[config.mk]
export PLATFORM = sky130hd
export DESIGN_NAME = search_key_sched
export DESIGN_NICKNAME = d
export VERILOG_FILES = /design/src/rtl/search_key_sched_pkg.sv /design/src/rtl/search_key_sched_key_fifo.sv /design/src/rtl/search_key_sched.sv
export SDC_FILE = /design/constraint.sdc
export NUM_CORES = 1
export LEC_CHECK = 0
export CAP_MARGIN = 0
export CORE_MARGIN = 5
export CORE_UTILIZATION = 40
export DETAILED_ROUTE_END_ITERATION = 8
export GPL_TIMING_DRIVEN = 0
export PLACE_DENSITY = 0.66
export SLEW_MARGIN = 0
export SYNTH_ARGS = -nofsm -noshare
export SYNTH_HDL_FRONTEND = slang
export SYNTH_SLANG_ARGS = --single-unit
export TNS_END_PERCENT = 30
[constraint.sdc]
create_clock -name clk_i -period 3.85 [get_ports clk_i]
set_clock_uncertainty 0.2 [all_clocks]
set_input_delay 0.9625 -clock clk_i [delete_from_list [all_inputs] [get_ports clk_i]]
set_output_delay 0.9625 -clock clk_i [all_outputs]
set_load 0.05 [all_outputs]
[src/rtl/search_key_sched_pkg.sv]
// search_pkg: shared types and widths for the rule-search request stage.
// Optional statistics are enabled with the SEARCH_SCHED_STAT_EN macro.
package search_pkg;

  typedef enum logic [1:0] {
    IDLE  = 2'd0,
    ISSUE = 2'd1,
    WAIT  = 2'd2
  } t_sched_state;

  localparam int unsigned TMO_CNT_W      = 16;
  localparam int unsigned STAT_ISSUED_W  = 32;
  localparam int unsigned STAT_TIMEOUT_W = 16;
  localparam int unsigned STAT_SPUR_W    = 16;

  // Pointer width for a power-of-two FIFO depth (never below 1 bit).
  function automatic int unsigned ptr_width(input int unsigned depth);
    return (depth > 1) ? $clog2(depth) : 1;
  endfunction

endpackage

[src/rtl/search_key_sched_key_fifo.sv]
// key_fifo: synchronous FIFO holding search keys.
// Push when full and pop when empty are ignored; pointers wrap modulo DEPTH.
module key_fifo
  import search_pkg::*;
#(
  parameter int unsigned DEPTH = 8,
  parameter int unsigned WIDTH = 24
) (
  input  logic                        clk_i,
  input  logic                        rstn_i,
  input  logic                        i_push,
  input  logic [WIDTH-1:0]            i_data,
  input  logic                        i_pop,
  output logic [WIDTH-1:0]            o_head,
  output logic [ptr_width(DEPTH):0]   o_count,
  output logic                        o_full,
  output logic                        o_empty
);

  localparam int unsigned PW = ptr_width(DEPTH);
  localparam int unsigned CW = PW + 1;
  localparam logic [CW-1:0] FULL_CNT = CW'(DEPTH);

  logic [WIDTH-1:0] r_mem [DEPTH];
  logic [PW-1:0]    r_wptr;
  logic [PW-1:0]    r_rptr;
  logic [CW-1:0]    r_count;
  logic             w_push;
  logic             w_pop;

  // Full is taken from the registered count, so a same-cycle pop never frees a slot for a push.
  assign o_full  = (r_count == FULL_CNT);
  assign o_empty = (r_count == '0);
  assign w_push  = i_push & ~o_full;
  assign w_pop   = i_pop & ~o_empty;
  assign o_head  = r_mem[r_rptr];
  assign o_count = r_count;

  // Key storage write port; contents need no reset since occupancy gates reads.
  always_ff @(posedge clk_i) begin
    if (w_push) begin
      r_mem[r_wptr] <= i_data;
    end
  end

  // Pointer and occupancy bookkeeping.
  always_ff @(posedge clk_i or negedge rstn_i) begin
    if (!rstn_i) begin
      r_wptr  <= '0;
      r_rptr  <= '0;
      r_count <= '0;
    end else begin
      if (w_push) begin
        r_wptr <= r_wptr + PW'(1);
      end
      if (w_pop) begin
        r_rptr <= r_rptr + PW'(1);
      end
      case ({w_push, w_pop})
        2'b10:   r_count <= r_count + CW'(1);
        2'b01:   r_count <= r_count - CW'(1);
        default: r_count <= r_count;
      endcase
    end
  end

endmodule

[src/rtl/search_key_sched.sv]
// search_key_sched: buffers search keys and issues them one at a time to the
// rule-search engine once every block RAM is ready and none is busy.
// Define SEARCH_SCHED_STAT_EN to add saturating issue/timeout/spurious-hit counters.
module search_key_sched
  import search_pkg::*;
#(
  parameter int unsigned C_NUM_TABLE  = 4,
  parameter int unsigned C_RULE_WIDTH = 24,
  parameter int unsigned C_FIFO_DEPTH = 8,
  parameter int unsigned C_TIMEOUT    = 255
) (
  input  logic                              clk_i,
  input  logic                              rstn_i,
  input  logic                              req_vd_i,
  input  logic [C_RULE_WIDTH-1:0]           req_key_i,
  output logic                              req_rdy_o,
  input  logic [C_NUM_TABLE-1:0]            ready_i,
  input  logic [C_NUM_TABLE-1:0]            busy_i,
  output logic                              search_o,
  output logic [C_RULE_WIDTH-1:0]           key_o,
  input  logic                              hit_vd_i,
  output logic                              done_o,
  output logic                              timeout_o,
  output logic [ptr_width(C_FIFO_DEPTH):0]  pending_o
`ifdef SEARCH_SCHED_STAT_EN
  ,
  output logic [STAT_ISSUED_W-1:0]          stat_issued_o,
  output logic [STAT_TIMEOUT_W-1:0]         stat_timeout_o,
  output logic [STAT_SPUR_W-1:0]            stat_spur_o
`endif
);

  localparam logic [TMO_CNT_W-1:0] TMO_LAST = TMO_CNT_W'(C_TIMEOUT - 1);

  t_sched_state                  r_state;
  logic                          r_search;
  logic [C_RULE_WIDTH-1:0]       r_key;
  logic [TMO_CNT_W-1:0]          r_tmo_cnt;

  logic [C_RULE_WIDTH-1:0]       w_head;
  logic [ptr_width(C_FIFO_DEPTH):0] w_count;
  logic                          w_full;
  logic                          w_empty;
  logic                          w_issue;
  logic                          w_in_wait;
  logic                          w_tmo_last;

  key_fifo #(
    .DEPTH (C_FIFO_DEPTH),
    .WIDTH (C_RULE_WIDTH)
  ) u_key_fifo (
    .clk_i   (clk_i),
    .rstn_i  (rstn_i),
    .i_push  (req_vd_i),
    .i_data  (req_key_i),
    .i_pop   (w_issue),
    .o_head  (w_head),
    .o_count (w_count),
    .o_full  (w_full),
    .o_empty (w_empty)
  );

  // Engine readiness is only looked at while idle.
  assign w_issue    = (r_state == IDLE) & ~w_empty & (&ready_i) & ~(|busy_i);
  assign w_in_wait  = (r_state == WAIT);
  assign w_tmo_last = (r_tmo_cnt == TMO_LAST);

  assign req_rdy_o  = ~w_full;
  assign pending_o  = w_count;
  assign search_o   = r_search;
  assign key_o      = r_key;
  // A hit in the final WAIT cycle takes precedence over the timeout.
  assign done_o     = w_in_wait & hit_vd_i;
  assign timeout_o  = w_in_wait & ~hit_vd_i & w_tmo_last;

  // Issue sequencer: one outstanding search, bounded by the timeout counter.
  always_ff @(posedge clk_i or negedge rstn_i) begin
    if (!rstn_i) begin
      r_state   <= IDLE;
      r_search  <= 1'b0;
      r_key     <= '0;
      r_tmo_cnt <= '0;
    end else begin
      r_search <= 1'b0;
      case (r_state)
        IDLE: begin
          if (w_issue) begin
            r_state   <= ISSUE;
            r_search  <= 1'b1;
            r_key     <= w_head;
            r_tmo_cnt <= '0;
          end
        end
        ISSUE: begin
          r_state <= WAIT;
        end
        WAIT: begin
          if (hit_vd_i || w_tmo_last) begin
            r_state <= IDLE;
          end else begin
            r_tmo_cnt <= r_tmo_cnt + TMO_CNT_W'(1);
          end
        end
        default: begin
          r_state <= IDLE;
        end
      endcase
    end
  end

`ifdef SEARCH_SCHED_STAT_EN
  logic [STAT_ISSUED_W-1:0]  r_stat_issued;
  logic [STAT_TIMEOUT_W-1:0] r_stat_timeout;
  logic [STAT_SPUR_W-1:0]    r_stat_spur;
  logic                      w_spur;

  assign w_spur         = hit_vd_i & ~w_in_wait;
  assign stat_issued_o  = r_stat_issued;
  assign stat_timeout_o = r_stat_timeout;
  assign stat_spur_o    = r_stat_spur;

  // Saturating event counters.
  always_ff @(posedge clk_i or negedge rstn_i) begin
    if (!rstn_i) begin
      r_stat_issued  <= '0;
      r_stat_timeout <= '0;
      r_stat_spur    <= '0;
    end else begin
      if (w_issue && (r_stat_issued != '1)) begin
        r_stat_issued <= r_stat_issued + STAT_ISSUED_W'(1);
      end
      if (timeout_o && (r_stat_timeout != '1)) begin
        r_stat_timeout <= r_stat_timeout + STAT_TIMEOUT_W'(1);
      end
      if (w_spur && (r_stat_spur != '1)) begin
        r_stat_spur <= r_stat_spur + STAT_SPUR_W'(1);
      end
    end
  end
`endif

endmodule

# [Word-level counts from Yosys, hierarchy flattened]
# Memory sizes are Yosys's and may differ from the RTL's. A register that Yosys moved wholly into a read port is not among the register bits.
# Cells that the tools add are included.
[totals] register_bits=29 ramBits=192 inputBits=36 n_memories=1
[memory_table] name="u_key_fifo.r_mem" depth=8 word_bits=24 read_ports=1 rd_ports_with_merged_regs=1 write_ports=1 line_no="search_key_sched_key_fifo.sv:24" text="logic [WIDTH-1:0] r_mem [DEPTH];"
[op_classes] n_addsub=5 n_eq_ne=9 n_mux=11 n_bitwise=12 reduce_logical=11
[op_table] operator="2-to-1 mux 16 bit" n=2
[op_table] operator="one-hot mux 16 bit (2 select lines)" n=1
[op_table] operator="adder 16 x 1 -> 16 bit (second input constant)" n=1
[op_table] operator="== test 16 x 8 -> 1 bit (second input constant)" n=1
[op_table] operator="AND 1 bit" n=8
[op_table] operator="one-hot mux 4 bit (2 select lines)" n=1
[op_table] operator="adder 3 x 1 -> 3 bit (second input constant)" n=2
[op_table] operator="one-hot mux 2 bit (3 select lines)" n=1
[op_table] operator="adder 4 x 1 -> 4 bit (second input constant)" n=1
[op_table] operator="== test 2 x 1 -> 1 bit (second input constant)" n=2
[op_table] operator="== test 2 bit (second input constant)" n=2
[op_table] operator="== test 4 bit (second input constant)" n=1
[op_table] operator="zero test 4 bit" n=1
[op_table] operator="2-to-1 mux 1 bit" n=4
[op_table] operator="2-to-1 mux 2 bit" n=2
[op_table] operator="inequality test 2 x 1 -> 1 bit (second input constant)" n=2
[op_table] operator="inverter 1 bit" n=4
[op_table] operator="AND reduction 2 bit" n=2
[op_table] operator="AND reduction 4 bit" n=1
[op_table] operator="nonzero test 2 bit" n=2
[op_table] operator="OR reduction 4 bit" n=1
[op_table] operator="subtractor 4 x 1 -> 4 bit (second input constant)" n=1
[op_table] operator="AND reduction 3 bit" n=1
[op_table] operator="zero test 2 bit" n=1
[op_table] operator="other kinds (3)" n=3

# [Depth between registers and ports, before layout]
# Gate-level depths: netlist of the first run.
[depth] ltp_word=8 ltp_mapped=12 depth_no_buf=11

# [Modules after synthesis]
# Synthesis of the first run repeated with hierarchy kept, for this count alone.
[hier_totals] hier_cells=514 hier_area_um2=9873.2
[by_module_without_submodules] module="key_fifo" n_inst=1 cells_per_inst=345 area_each_um2=7901.3
[by_module_without_submodules] module="search_key_sched" n_inst=1 cells_per_inst=169 area_each_um2=1971.9

# [Worst setup path before layout of the first run]
# Ideal clock, no wire load.
[synth_timing] path_type="reg-to-reg" startpoint="register u_key_fifo.r_count[1], in the netlist u_key_fifo.o_count[1]" endpoint="memory u_key_fifo.r_mem[0][0] (enable)" setup_time_ns=0.435 t_arrival_ns=3.540 required_ns=3.215 path_slack_ns=-0.325 path_stages_with_launch=6 n_path_buf=0 synth_period_minus_slack_ns=4.175 path_cell_list="dfrtp_1 nor2_1 nand3b_1 nand2_1 or2_2 nor3_1"
[synth_between] elab_chain_len=5
[synth_rtl] item="start, declared" line_no="search_key_sched_key_fifo.sv:27" text="logic [CW-1:0] r_count;"
[synth_rtl] item="start signal, assigned" line_no="search_key_sched_key_fifo.sv:60" text="2'b10: r_count <= r_count + CW'(1);"
[synth_rtl] item="start signal, assigned" line_no="search_key_sched_key_fifo.sv:61" text="2'b01: r_count <= r_count - CW'(1);"
[synth_rtl] item="start signal, assigned" line_no="search_key_sched_key_fifo.sv:62" text="default: r_count <= r_count;"
[synth_rtl] item="== test 4 bit" line_no="search_key_sched_key_fifo.sv:32" text="assign o_full = (r_count == FULL_CNT);"
[synth_rtl] item="inverter 1 bit"
[synth_rtl] item="named net req_rdy_o" line_no="search_key_sched.sv:16" text="output logic req_rdy_o,"
[synth_rtl] item="AND 1 bit" line_no="search_key_sched_key_fifo.sv:34" text="assign w_push = i_push & ~o_full;"
[synth_rtl] item="2-to-1 mux 1 bit" line_no="search_key_sched_key_fifo.sv:41" text="if (w_push) begin"
[synth_rtl] item="2-to-1 mux 1 bit (not written as such)" line_no="search_key_sched_key_fifo.sv:42" text="r_mem[r_wptr] <= i_data;"
[synth_rtl] item="end, declared" line_no="search_key_sched_key_fifo.sv:24"
# The timed path passes the listed nets, and every way through them passes these cells.

# [Final worst setup path of the first run]
[layout_timing] startpoint="input busy_i[1]" endpoint="register u_key_fifo.r_count[2], in the netlist u_key_fifo.o_count[2]"
[layout_between] elab_chain_len=6
[layout_rtl] item="start, declared" line_no="search_key_sched.sv:18" text="input logic [C_NUM_TABLE-1:0] busy_i,"
[layout_rtl] item="OR reduction 4 bit *" line_no="search_key_sched.sv:64" text="assign w_issue = (r_state == IDLE) & ~w_empty & (&ready_i) & ~(|busy_i);"
[layout_rtl] item="inverter 1 bit *" line_no="search_key_sched.sv:64"
[layout_rtl] item="AND 1 bit *" line_no="search_key_sched.sv:64"
[layout_rtl] item="AND 1 bit *" line_no="search_key_sched_key_fifo.sv:35" text="assign w_pop = i_pop & ~o_empty;"
[layout_rtl] item="named net u_key_fifo.w_pop" line_no="search_key_sched_key_fifo.sv:29" text="logic w_pop;"
[layout_rtl] item="== test 2 x 1 -> 1 bit or == test 2 bit (tied branches)" line_no="search_key_sched_key_fifo.sv:59" text="case ({w_push, w_pop})"
[layout_rtl] item="one-hot mux 4 bit (2 select lines) or nonzero test 2 bit (tied branches)"
# Mark *: on every way through the listed nets, which the timed path passes. The rest lies on a longest branch.
# A chain may end at the register's enable or synchronous reset.

==> results.txt, run 1 <==
area of the placeable core: 23470 um^2
routability-driven placement congestion ratio: 0.7900
worst path cell trace: clkdlybuf4s50_1, nor4_1, nand3b_1, or3_1, clkbuf_1, inv_2, ha_1, xor2_1, ha_1, a21oi_1, xor2_1, nor2_1, xor2_1
cell leakage power: 3.972 nW
Die Wd: 164.6 um
vertical die dimension: 164.6 um
flip-flop and latch count after synthesis: 245
met1 track utilization from global routing: 0.2057
worst path arrival time: 3.85 ns
sum of overflow across all layers after global routing: 0
Layout fillers: 1918
number of buffers added for setup after CTS: 0
relative contribution of sequential cells to total power: 0.467
area growth from synthesis to layout: 23.07%
Peak Freq: 274.3 MHz
Initial Utilization: 0.4071
Crit path required time: 4.05 ns
RSZ-0062 raised after global routing: no
worst-case setup slack after placement: -0.3367 ns
hold crit path type: primary input to async pin
worst setup slack for register-to-register paths: 0.65 ns
portion of the clock cycle consumed by the worst path in the final layout: 0.9470
synthesized area: 9555 um^2
total clock buffers created by CTS: 25
final hold vios: 0
final core area utilization: 0.5010
Total Neg Setup Slack: 0 ns
ports placed on the boundary: 68
clock root buffer master: clkbuf_16
antenna violations before repair: 1
Clk Latency, worst-skew pair: 0.53 ns
warnings from Yosys: 0
result of the run: complete, no violations
Clk pin slew, worst setup/hold paths: 0.06 ns
relative contribution of combinational cells to total power: 0.167
reg-to-reg critical path startpoint: u_key_fifo.o_count[0]
DR vias: 5065
Top Usage Layer GRT: met2
average routed wire per standard cell: 21.29 um
maximum single-stage delay on the critical path: 0.43 ns
endpoint of the worst-slack reg-to-reg timing path: u_key_fifo.o_count[2]
number of cells on the worst reg-to-reg path: 11
met3 layer usage reported by global route: 0.03070
max_cap viols: 0
pin slew with the least headroom to its limit: 1.006 ns
Worst Hold Slack: 0.2458 ns
Synth cell types: 43
wire length of the first global-routing pass: 31990 um
number of global-route vias before repair: 5460
VDD IR max: 0.3337 mV
overall power: 7.340 mW
maximum number of pins on one net before global-route repair: 34
count of standard-cell rows: 56
cell types occupying the most area after synthesis: edfxtp_1 (60%), dfrtp_1 (14%), mux4_2 (11%)
share of flip-flops with an asynchronous set or reset: 0.2163
first-pass iteration count of the detailed router: 5
post-synthesis net count: 563
number of setup violations in the final report: 0
launching instance or port of the critical path: busy_i[1]
top flip-flop cell by instance count after synthesis: edfxtp_1
full die area: 27080 um^2
number of flops mapped to enable cells by yosys: 192
Net Sw Frac: 0.2586
post-layout worst setup margin: 0.2042 ns
final slew viol count: 0
GRT met2 Usage: 0.2698
Total Nets Final: 666
headroom to the max-slew limit: 0.3294
global-route usage over all layers: 0.1565
leading cell type in the layout, fill and taps excluded: edfxtp_1
sinks on the clock net: 245
layout cells sized above 1: 0.1891
via/cell ratio: 5.276
synthesized instance count: 520
Mapped Avg Cell Area: 18.38 um^2
detailed-placement wirelength estimate: 12980 um
number of DRC violations after detailed-routing iteration 0: 373
aggregate routed wire length: 20440 um
power density relative to cell area: 624.2 nW/um^2
number of remaining DRC errors: 0
buffer depth of the longest clock path: 3
post-route standard cell area excluding fillers: 11760 um^2
kind of end point of the critical path: flop
endpoint of the worst setup timing path: u_key_fifo.o_count[2]
count of antenna-violating nets left after detailed routing: 0
area share of the leading cell type in the synthesized netlist: 0.6034
DP Cell Count: 915
number of H-tree levels: 1
Port-buffer cells: 67
CTS tree: built
reported net switching power: 1.898 mW
dominant cell type by area after synthesis: edfxtp_1
Seq/Total Area, Yosys: 0.7422
non-filler instance count after layout: 960
standard cell area after detailed placement: 10840 um^2
area of the multi-input gates: 2382 um^2
peak fanout along the critical path: 10
slowest stage cell, crit path: or3_1
Clock Power Share: 0.365
kind of critical path: primary input to flop
footprint of the flip-flops and latches: 7092 um^2
category of the worst setup path launch point: primary input
Final min period: 3.646 ns
commonest cells after routing, fill and taps aside: edfxtp_1 (192), clkdlybuf4s50_1 (65), dfrtp_1 (53), mux4_2 (48), nand2_1 (43)
library cell appearing most often on the critical path: xor2_1
internal power component: 5.442 mW
==> cells in the mapped netlist, drive strengths merged, types with 4 or more instances <==
cell    count
inv         7
o31ai       4
nor2       11
clkbuf     12
edfxtp    192
a21oi       5
nor3        7
o21ai      32
ha          7
xnor2       4
buf        12
dfrtp      53
nand3      13
nand2      43
xor2        5
nand4       7
mux4       48
mux2i      27
==> worst min path at each step <==
stage	end	slack [ns]	startpoint	cells after the start
floorplan	r_tmo_cnt[15]	0.25	r_tmo_cnt[15]	1
global placement	r_tmo_cnt[15]	0.26	r_tmo_cnt[15]	1
detailed placement	key_o[16]	0.27	key_o[16]	2
CTS	key_o[21]	0.23	rstn_i	1
global route	key_o[21]	0.27	rstn_i	1
finish	u_key_fifo.o_count[3]	0.25	rstn_i	1
==> area by class of cell <==
class	instances	area share
clock inverters	15	0.02245
clock buffers	29	0.05618
multi-input cells	244	0.2026
inverters	7	0.002234
well taps	319	0.03394
repair buffers	76	0.06948
plain buffers	24	0.009895
diodes	1	0.0002128
flip-flops and latches	245	0.6030
==> power groups by stage <==
| stage | sequential, mW | clock, mW | combinational [mW] |
|---|---|---|---|
| after global routing | 3.47 | 2.85 | 1.32 |
| after CTS | 3.43 | 2.73 | 1.26 |
| after floorplan | 3.61 | 0 | 0.576 |
| final | 3.43 | 2.68 | 1.23 |
| after global placement | 3.47 | 0 | 1.11 |
| after detailed placement | 3.49 | 0 | 1.25 |
==> sequential cells by signal (all words and copies together) (netlist names) <==
register / flops
u_key_fifo.r_mem: 192
r_state: 2
key_o: 24
u_key_fifo.o_count: 4
u_key_fifo.r_wptr: 3
u_key_fifo.r_rptr: 3
r_tmo_cnt: 16
search_o: 1
==> routing by layer <==
metal,vias up,part of all wire
li1,2267,-
met1,2612,0.41
met2,146,0.51
met3,38,0.058
met4,2,0.022
met5,-,0.00064
==> cells by family after synthesis <==
kind of cell	after synthesis	synth area share
compound gates	49	0.02920
flops	245	0.7422
buf+inv	31	0.01493
simple gates	102	0.05251
xor+xnor	9	0.008249
mux	77	0.1438
fa+ha+maj	7	0.009165
==> timing repair <==
item / in CTS / in global routing
gates resized for setup: 1 / 2
hold buffers: 0 / 0
setup endpoints to repair: 1 / 1
==> critical path, delay by kind of cell <==
family                   cells  cell delay (ns)
buffers and inverters        3             0.96
AND/OR/NAND/NOR              4             0.87
adder cells (fa/ha/maj)      2             0.48
XOR/XNOR                     3             0.42
AO/OA/AOI/OAI                1             0.15
Note: power is estimated with default switching activity, not from simulation.
==> run 2, diff against run 1 <==
- CTS_CLUSTER_DIAMETER: unset -> 120
- GPL_TIMING_DRIVEN: 0 -> 1
==> run 2 against run 1 <==
Sequential share of layout area increased by 1.4 points. Critical path depth decreased by 7. Sequential power about the same. Critical endpoint is now timeout_o. Largest power group unchanged.
==> results.txt, run 2 (synthesis results as in run 1) <==
result of the run: complete, no violations (unchanged)
Port-buffer cells: 67 (unchanged)
portion of the clock cycle consumed by the worst path in the final layout: 0.8863 (was 0.9470)
routability-driven placement congestion ratio: 0.7431 (was 0.7900)
number of DRC violations after detailed-routing iteration 0: 299 (was 373)
number of cells on the worst reg-to-reg path: 7 (was 11)
number of setup violations in the final report: 0 (unchanged)
relative contribution of sequential cells to total power: 0.504 (was 0.467)
cell leakage power: 3.882 nW (was 3.972 nW)
Crit path required time: 2.69 ns (was 4.05 ns)
Net Sw Frac: 0.2672 (was 0.2586)
relative contribution of combinational cells to total power: 0.164 (was 0.167)
worst path cell trace: inv_1, ha_1, or4b_1, nor3_1, and4_1, buf_12 (was clkdlybuf4s50_1, nor4_1, nand3b_1, or3_1, clkbuf_1, inv_2, ha_1, xor2_1, ha_1, a21oi_1, xor2_1, nor2_1, xor2_1)
count of standard-cell rows: 56 (unchanged)
max_cap viols: 0 (unchanged)
Die Wd: 164.6 um (unchanged)
cell type group with the largest total delay on the critical path: simple AND/OR/NAND/NOR gates (was buffers and inverters)
final slew viol count: 0 (unchanged)
average routed wire per standard cell: 20.14 um (was 21.29 um)
number of remaining DRC errors: 0 (unchanged)
first-pass iteration count of the detailed router: 4 (was 5)
total clock buffers created by CTS: 26 (was 25)
DR vias: 4894 (was 5065)
kind of end point of the critical path: output pin (was flop)
leading cell type in the layout, fill and taps excluded: edfxtp_1 (unchanged)
slowest stage cell, crit path: dfrtp_1 (was or3_1)
internal power component: 5.031 mW (was 5.442 mW)
number of global-route vias before repair: 5131 (was 5460)
maximum single-stage delay on the critical path: 0.45 ns (was 0.43 ns)
Clk Latency, worst-skew pair: 0.52 ns (was 0.53 ns)
via/cell ratio: 5.157 (was 5.276)
Clock Power Share: 0.332 (was 0.365)
clock root buffer master: clkbuf_16 (unchanged)
count of cells resized by post-cts repair: 0 (was 1)
Final min period: 3.412 ns (was 3.646 ns)
standard cell area after detailed placement: 10720 um^2 (was 10840 um^2)
max FFs per register: 192 (unchanged)
final hold vios: 0 (unchanged)
post-layout worst setup margin: 0.4376 ns (was 0.2042 ns)
kind of critical path: flop to output pin (was primary input to flop)
worst-case setup slack after placement: 0.08021 ns (was -0.3367 ns)
power density relative to cell area: 596.5 nW/um^2 (was 624.2 nW/um^2)
peak fanout along the critical path: 7 (was 10)
full die area: 27080 um^2 (unchanged)
count of antenna diodes in the layout: 0 (was 1)
CTS tree: built (unchanged)
register with the most flip-flops: u_key_fifo.r_mem (unchanged)
post-route standard cell area excluding fillers: 11510 um^2 (was 11760 um^2)
Layout fillers: 1950 (was 1918)
category of the worst setup path launch point: flop (was primary input)
ports placed on the boundary: 68 (unchanged)
reported net switching power: 1.834 mW (was 1.898 mW)
hold crit path type: primary input to async pin (unchanged)
buffer depth of the longest clock path: 3 (unchanged)
RSZ-0062 raised after global routing: no (unchanged)
wire length of the first global-routing pass: 29990 um (was 31990 um)
Clk pin slew, worst setup/hold paths: 0.06 ns (about the same)
crit path buf inv count: 2 (was 3)
worst path arrival time: 2.25 ns (was 3.85 ns)
vertical die dimension: 164.6 um (unchanged)
sum of overflow across all layers after global routing: 0 (unchanged)
layout cells sized above 1: 0.1984 (was 0.1891)
aggregate routed wire length: 19120 um (was 20440 um)
antenna violations before repair: 0 (was 1)
number of H-tree levels: 1 (unchanged)
number of buffers added for setup after CTS: 0 (unchanged)
Worst path depth: 6 (was 13)
Initial Utilization: 0.4071 (unchanged)
Total Nets Final: 655 (was 666)
global-route usage over all layers: 0.1451 (was 0.1565)
sinks on the clock net: 245 (unchanged)
VDD IR max: 0.4809 mV (was 0.3337 mV)
detailed-placement wirelength estimate: 11530 um (was 12980 um)
commonest cells after routing, fill and taps aside: edfxtp_1 (192), clkdlybuf4s50_1 (64), dfrtp_1 (50), mux4_2 (48), nand2_1 (43) (was edfxtp_1 (192), clkdlybuf4s50_1 (65), dfrtp_1 (53), mux4_2 (48), nand2_1 (43))
headroom to the max-slew limit: 0.3500 (was 0.3294)
Total Neg Setup Slack: 0 ns (unchanged)
area of the placeable core: 23470 um^2 (unchanged)
count of antenna-violating nets left after detailed routing: 0 (unchanged)
pin slew with the least headroom to its limit: 0.9750 ns (was 1.006 ns)
maximum number of pins on one net before global-route repair: 66 (was 34)
Peak Freq: 293.1 MHz (was 274.3 MHz)
post-cts hold buffer count: 0 (unchanged)
area growth from synthesis to layout: 20.44% (was 23.07%)
-- run 2: changes by cell type in the layout (fill, tap and decap cells not counted), sizes merged --
| cell | before | now |
|---|---|---|
| diode | 1 | 0 |
| bufinv | 7 | 0 |
| buf | 22 | 24 |
| clkinv | 6 | 7 |
| clkbuf | 42 | 38 |
| clkdlybuf4s50 | 65 | 64 |
| inv | 8 | 7 |
-- run 2: metrics by stage --
stage,utilization,total power [mW],std cells,hold WS (ns)
2_1_floorplan,-,4.186,520,0.2463
3_3_place_gp,0.4567,4.616,903,0.2701
3_5_place_dp,0.4567,4.674,903,0.2801
4_1_cts,0.4903,6.964,949,0.2321
5_1_grt,0.4903,7.186,949,0.2443
6_report,0.4903,6.865,949,0.2273
-- run 2: cell type report --
class                           count  area (um^2)  area share
Clock inverter                      8        62.56    0.005436
Inverter                            7        26.28    0.002283
Multi-Input combinational cell    244         2354      0.2045
Sequential cell                   245         7098      0.6168
Timing Repair Buffer               88        843.3     0.07328
Tap cell                          319        399.1     0.03468
Clock buffer                       38        725.7     0.06306
-- run 2: worst paths after layout --
kind | from | to | slack (ns)
max | r_tmo_cnt[0] | timeout_o | 0.44
min | rstn_i | u_key_fifo.o_count[2] | 0.23
min in group clk_i | key_o[3] | key_o[3] | 0.29
max in group asynchronous | rstn_i | u_key_fifo.r_rptr[0] | 2.28
min reg2reg | key_o[3] | key_o[3] | 0.29
max reg2reg | r_tmo_cnt[0] | r_tmo_cnt[5] | 1.17
-- run 2: routing by layer --
| layer | vias up | global-route usage | part of all wire |
|---|---|---|---|
| li1 | 2244 | - | - |
| met1 | 2515 | 0.2054 | 0.44 |
| met2 | 116 | 0.2361 | 0.49 |
| met3 | 19 | 0.03095 | 0.062 |
| met4 | 0 | 0.02722 | 0.011 |
| met5 | - | 0 | 0 |
-- run 2: worst reg2reg max path, cell delays in order, from the launching register on --
cell	delay (ns)
dfrtp_1	0.45
inv_1	0.09
ha_1	0.15
or4b_1	0.42
nor3_1	0.20
a311o_1	0.70
o31ai_1	0.16
a31o_1	0.20
-- run 2: power groups by stage --
stage	logic, mW	clock network [mW]	registers [mW]
floorplan	0.576	0	3.61
detailed placement	1.16	0	3.52
global route	1.22	2.46	3.50
global placement	1.13	0	3.49
CTS	1.16	2.34	3.47
finish	1.13	2.28	3.46
==> run 3, diff against run 2 <==
- SLEW_MARGIN: 0 -> unset
==> results of run 3 <==
Final layout, timing and power as in run 2 (identical DEF).
